==> src/rtl/unidade_controle_jogo.sv <==
// Control unit for the memory game. This is a Moore FSM that sequences the
// datapath: the address counter (E), the round counter (Rod), the timeout
// timer (T), the first-play display timer (P), the play register (R) and the
// synchronous RAM write.
//
// Ports:
//   clock, reset          rising-edge clock; asynchronous active-low reset
//   iniciar               start request (level)
//   fimE, fimRod          address / round counter RCO (fimE is not used)
//   fimT, fimP            timeout timer end / first-play display timer end
//   igual                 memory data equals the registered play
//   enderecoIgualRodada   address equals round
//   jogada_feita          one-cycle play pulse
//   zera*/conta*          counter and timer controls
//   zeraR, registraR, we  play register and RAM write controls
//   sinal_led             1 = LEDs show memory data, 0 = LEDs show switches
//   pronto, acertou, errou, timeout   result flags
//   db_estado             current state code
module unidade_controle_jogo (
  input  logic       clock,
  input  logic       reset,
  input  logic       iniciar,
  input  logic       fimE,
  input  logic       fimRod,
  input  logic       fimT,
  input  logic       fimP,
  input  logic       igual,
  input  logic       enderecoIgualRodada,
  input  logic       jogada_feita,
  output logic       zeraE,
  output logic       contaE,
  output logic       zeraRod,
  output logic       contaRod,
  output logic       zeraT,
  output logic       contaT,
  output logic       zeraP,
  output logic       contaP,
  output logic       zeraR,
  output logic       registraR,
  output logic       we,
  output logic       sinal_led,
  output logic       pronto,
  output logic       acertou,
  output logic       errou,
  output logic       timeout,
  output logic [3:0] db_estado
);

  typedef enum logic [3:0] {
    StInicial        = 4'h0,
    StPreparacao     = 4'h1,
    StMostraPrimeira = 4'h2,
    StInicioRodada   = 4'h3,
    StEsperaJogada   = 4'h4,
    StRegistra       = 4'h5,
    StComparacao     = 4'h6,
    StProximo        = 4'h7,
    StIncrementaNova = 4'h8,
    StEsperaNova     = 4'h9,
    StRegistraNova   = 4'hA,
    StEscreve        = 4'hB,
    StProximaRodada  = 4'hC,
    StFimAcertou     = 4'hD,
    StFimErrou       = 4'hE,
    StFimTimeout     = 4'hF
  } estado_e;

  estado_e estado_q, estado_d;

  // The address counter RCO plays no role in sequencing.
  logic unused_fime;
  assign unused_fime = fimE;

  always_ff @(posedge clock or negedge reset) begin
    if (!reset) begin
      estado_q <= StInicial;
    end else begin
      estado_q <= estado_d;
    end
  end

  always_comb begin
    estado_d = estado_q;
    unique case (estado_q)
      StInicial:        if (iniciar) estado_d = StPreparacao;
      StPreparacao:     estado_d = StMostraPrimeira;
      StMostraPrimeira: if (fimP) estado_d = StInicioRodada;
      StInicioRodada:   estado_d = StEsperaJogada;
      // A play in the same cycle as the timeout still counts.
      StEsperaJogada: begin
        if (jogada_feita)  estado_d = StRegistra;
        else if (fimT)     estado_d = StFimTimeout;
      end
      StRegistra:       estado_d = StComparacao;
      StComparacao: begin
        if (!igual)                    estado_d = StFimErrou;
        else if (!enderecoIgualRodada) estado_d = StProximo;
        else if (fimRod)               estado_d = StFimAcertou;
        else                           estado_d = StIncrementaNova;
      end
      StProximo:        estado_d = StEsperaJogada;
      StIncrementaNova: estado_d = StEsperaNova;
      StEsperaNova: begin
        if (jogada_feita)  estado_d = StRegistraNova;
        else if (fimT)     estado_d = StFimTimeout;
      end
      StRegistraNova:   estado_d = StEscreve;
      StEscreve:        estado_d = StProximaRodada;
      StProximaRodada:  estado_d = StInicioRodada;
      StFimAcertou, StFimErrou, StFimTimeout: begin
        if (iniciar) estado_d = StPreparacao;
      end
      default:          estado_d = StInicial;
    endcase
  end

  // Moore output decode.
  always_comb begin
    zeraE     = 1'b0;
    contaE    = 1'b0;
    zeraRod   = 1'b0;
    contaRod  = 1'b0;
    zeraT     = 1'b0;
    contaT    = 1'b0;
    zeraP     = 1'b0;
    contaP    = 1'b0;
    zeraR     = 1'b0;
    registraR = 1'b0;
    we        = 1'b0;
    sinal_led = 1'b0;
    pronto    = 1'b0;
    acertou   = 1'b0;
    errou     = 1'b0;
    timeout   = 1'b0;
    unique case (estado_q)
      StPreparacao: begin
        zeraE   = 1'b1;
        zeraRod = 1'b1;
        zeraR   = 1'b1;
        zeraT   = 1'b1;
        zeraP   = 1'b1;
      end
      StMostraPrimeira: begin
        contaP    = 1'b1;
        sinal_led = 1'b1;
      end
      StInicioRodada: begin
        zeraE = 1'b1;
        zeraT = 1'b1;
      end
      StEsperaJogada, StEsperaNova: contaT = 1'b1;
      StRegistra, StRegistraNova:   registraR = 1'b1;
      StProximo, StIncrementaNova: begin
        contaE = 1'b1;
        zeraT  = 1'b1;
      end
      StEscreve:       we = 1'b1;
      StProximaRodada: contaRod = 1'b1;
      StFimAcertou: begin
        pronto  = 1'b1;
        acertou = 1'b1;
      end
      StFimErrou: begin
        pronto = 1'b1;
        errou  = 1'b1;
      end
      StFimTimeout: begin
        pronto  = 1'b1;
        timeout = 1'b1;
      end
      default: ;
    endcase
  end

  assign db_estado = estado_q;

endmodule
==> config.mk <==
export PLATFORM = sky130hd
export DESIGN_NAME = unidade_controle_jogo
export DESIGN_NICKNAME = d
export VERILOG_FILES = /design/src/rtl/unidade_controle_jogo.sv
export SDC_FILE = /design/constraint.sdc
export NUM_CORES = 1
export LEC_CHECK = 0
export ABC_CLOCK_PERIOD_IN_PS = 2700
export CORE_AREA = 2 2 39 41
export CTS_CLUSTER_SIZE = 20
export DETAILED_ROUTE_END_ITERATION = 10
export DIE_AREA = 0 0 41 43
export PLACE_DENSITY = 0.81
export SYNTH_ARGS = -nofsm -noshare
export SYNTH_HDL_FRONTEND = slang
export SYNTH_SLANG_ARGS = --single-unit
export TNS_END_PERCENT = 1
==> constraint.sdc <==
create_clock -name clock -period 2.7 [get_ports clock]
set_clock_uncertainty 0.15 [all_clocks]
set_input_delay 0.54 -clock clock [delete_from_list [all_inputs] [get_ports clock]]
set_output_delay 0.54 -clock clock [all_outputs]
set_load 0.03 [all_outputs]
==> results.md <==
* Synth Area per Inst at 7.51 um^2
* Data arrival time of the worst path at 1.87 ns
* Setup TNS at 0 ns
* Worst Hold Class: in2async
* Grt total ovfl at 0
* Share of power burned in combinational logic at 0.815
* Clock Sinks at 4
* Biggest area consumer among synthesized cells: dfrtp_1
* Starting Density at 0.363
* Final Hold Vio Count at 0
* Root Buffer: clkbuf_4
* Clock latency on the worst-skew pair at 0.23 ns
* Worst-Margin Slew at 0.329 ns
* PortBufs at 28
* Slew headroom at 0.781
* Mapped Nets at 77
* Power Density at 1230 nW/um^2
* Synth-to-Final Area Change at 64.4%
* Maximum fanout along the worst path at 15
* Final worst-path cycle share at 0.948
* Die Footprint at 1760 um^2
* DR pass1 iterations at 4
* Cts bufs inserted at 3
* Vias in the first global route at 466
* Design area at 827 um^2
* YS warnings at 0
* Antenna violations before repair at 0
* Top cells by instance count after synthesis: nor2_1 (13), nand2b_1 (6), a21oi_1 (4), dfrtp_1 (4)
* Status: finished clean
* R2R cell count at 5
* Main synth FF type: dfrtp_1
* Die Y at 43 um
* Kind of start point of the critical path: register
* Synth area leaders: dfrtp_1 (20%), nor2_1 (9.7%), nand2b_1 (7.5%)
* Clock transition at path regs at 0.04 ns
* Ant. Diodes at 0
* Layout cells sized above 1 at 0.126
* Largest net degree at the start of global routing at 16
* Number of synthesized flops with an enable pin at 0
* Asr flop ratio synth at 1.00
* Crit Path Class: reg2out
* Post-Syn Area at 503 um^2
* Vias/cell at 5.35
* Final setup fails at 0
* Switch Pwr at 541 uW
* Placed cell areas at 785 um^2
* Wire length of the first global-routing pass at 2080 um
* Critical Path RT at 2.01 ns
* Most frequent cell after synthesis: nor2_1
* Max-slew violations at 0
* Max reg flops at 4
* Tmin final at 2.56 ns
* Flops & latches, synth at 4
* Internal Power at 476 uW
* Sequential share of power at 0.114
* Synth top area share at 0.199
* Final Wtd Congestion at 0.892
* Crit path capture type: output port
* Core region area at 1380 um^2
* Mapped Cells at 67
* Nets at 107
* Clock power frac at 0.071
* All-layer global routing usage at 0.178
* Fin Hold WS at 0.362 ns
* WL final at 1410 um
* Max IR drop VDD at 0.000757 V
* H-tree depth at 1
* Maximum clock frequency at 391 MHz
* Drt drc at 0
* Post-route ant nets at 0
* Initial DRC Count at 8
* Sw Ratio at 0.532
* Leakage Power at 0.435 nW
* CTS tree: built
* Post-DP HPWL at 1080 um
* Max Buffers Root-to-Sink at 2
* Seq/Total Area, Yosys at 0.199
* Vias at 594
* Wire per inst at 12.7 um
* Num rows at 14
* Die width at 41 um
* Max Cap Viol at 0
* Yosys cell types at 30
* Ports at 30
* RSZ-0062 raised after global routing: no
-- through the flow --
| stage | instances | utilization | total power, mW | worst slack (ns) |
|---|---|---|---|---|
| final | 111 | 0.598 | 1.02 | 0.141 |
| after CTS | 111 | 0.583 | 1.03 | 0.0178 |
| after global placement | 108 | 0.567 | 0.950 | 0.263 |
| after global routing | 111 | 0.598 | 1.10 | 0.0289 |
| after detailed placement | 108 | 0.567 | 0.958 | 0.268 |
| after floorplan | 67 | - | 0.685 | 0.0267 |
-- final cells by class --
type / count / area [um^2]
fill: 133 / 557
tap: 16 / 20.0
timing repair buffer: 32 / 330
clock buffer: 3 / 22.5
sequential: 4 / 100
inverter: 1 / 3.75
multi-input combinational: 55 / 350
-- path summary, 6_finish.rpt --
check                      slack (ns)         start      endpoint
max in group asynchronous        1.86         reset  db_estado[0]
min reg2reg                      0.61  db_estado[1]  db_estado[1]
min                              0.36         reset  db_estado[2]
max reg2reg                      1.13  db_estado[2]  db_estado[0]
min in group clock               0.61  db_estado[1]  db_estado[1]
max                              0.14  db_estado[0]     registraR
-- layer usage --
layer	GRT usage	wire length, um	vias up
met5	0	0	-
met4	0.0400	0	0
met3	0.0890	170	0
met2	0.278	678	29
met1	0.210	559	268
li1	-	-	297
-- critical path, stage by stage, from the launching register on --
cell and delay, ns:
dfrtp_1 0.38, buf_4 0.18, nand2b_1 0.21, o22ai_1 0.18, clkdlybuf4s50_1 0.68
-- cell families after synthesis --
kind of cell	count (synthesis)	share of synthesized area
muxes	2	0.0423
buffers and inverters	8	0.104
and+or+nand+nor	36	0.425
AOI/OAI and AO/OA	17	0.229
DFF	4	0.199
-- power groups by stage --
stage               clock [mW]  combinational [mW]  sequential, mW
global route            0.0891               0.887           0.123
floorplan                    0               0.508           0.178
finish                  0.0721               0.829           0.116
CTS                     0.0752               0.842           0.117
global placement             0               0.833           0.117
detailed placement           0               0.840           0.117
-- cell usage in the layout, fill, tap and decap left out, types with 2 or more instances in the layout --
| master | netlist | routed |
|---|---|---|
| buf_4 | 3 | 4 |
| nand2_1 | 2 | 2 |
| dfrtp_1 | 4 | 4 |
| nor2_1 | 13 | 13 |
| dlymetal6s2s_1 | 0 | 8 |
| clkdlybuf4s50_1 | 0 | 20 |
| a21oi_1 | 4 | 4 |
| nand3b_1 | 2 | 2 |
| o21ai_0 | 3 | 3 |
| nor3_1 | 3 | 3 |
| clkbuf_4 | 0 | 3 |
| o22ai_1 | 3 | 3 |
| o21ai_1 | 2 | 2 |
| nand2b_1 | 6 | 6 |
| or2_1 | 2 | 2 |
-- timing repair --
action | CTS | global route
hold endpoints to repair | 0 | 0
buffers inserted | 0 | 0
gates resized for setup | 0 | 8
hold buffers | 0 | 0
endpoints found under the setup margin | 0 | 8
No activity file was read; power rests on OpenSTA's default activity.
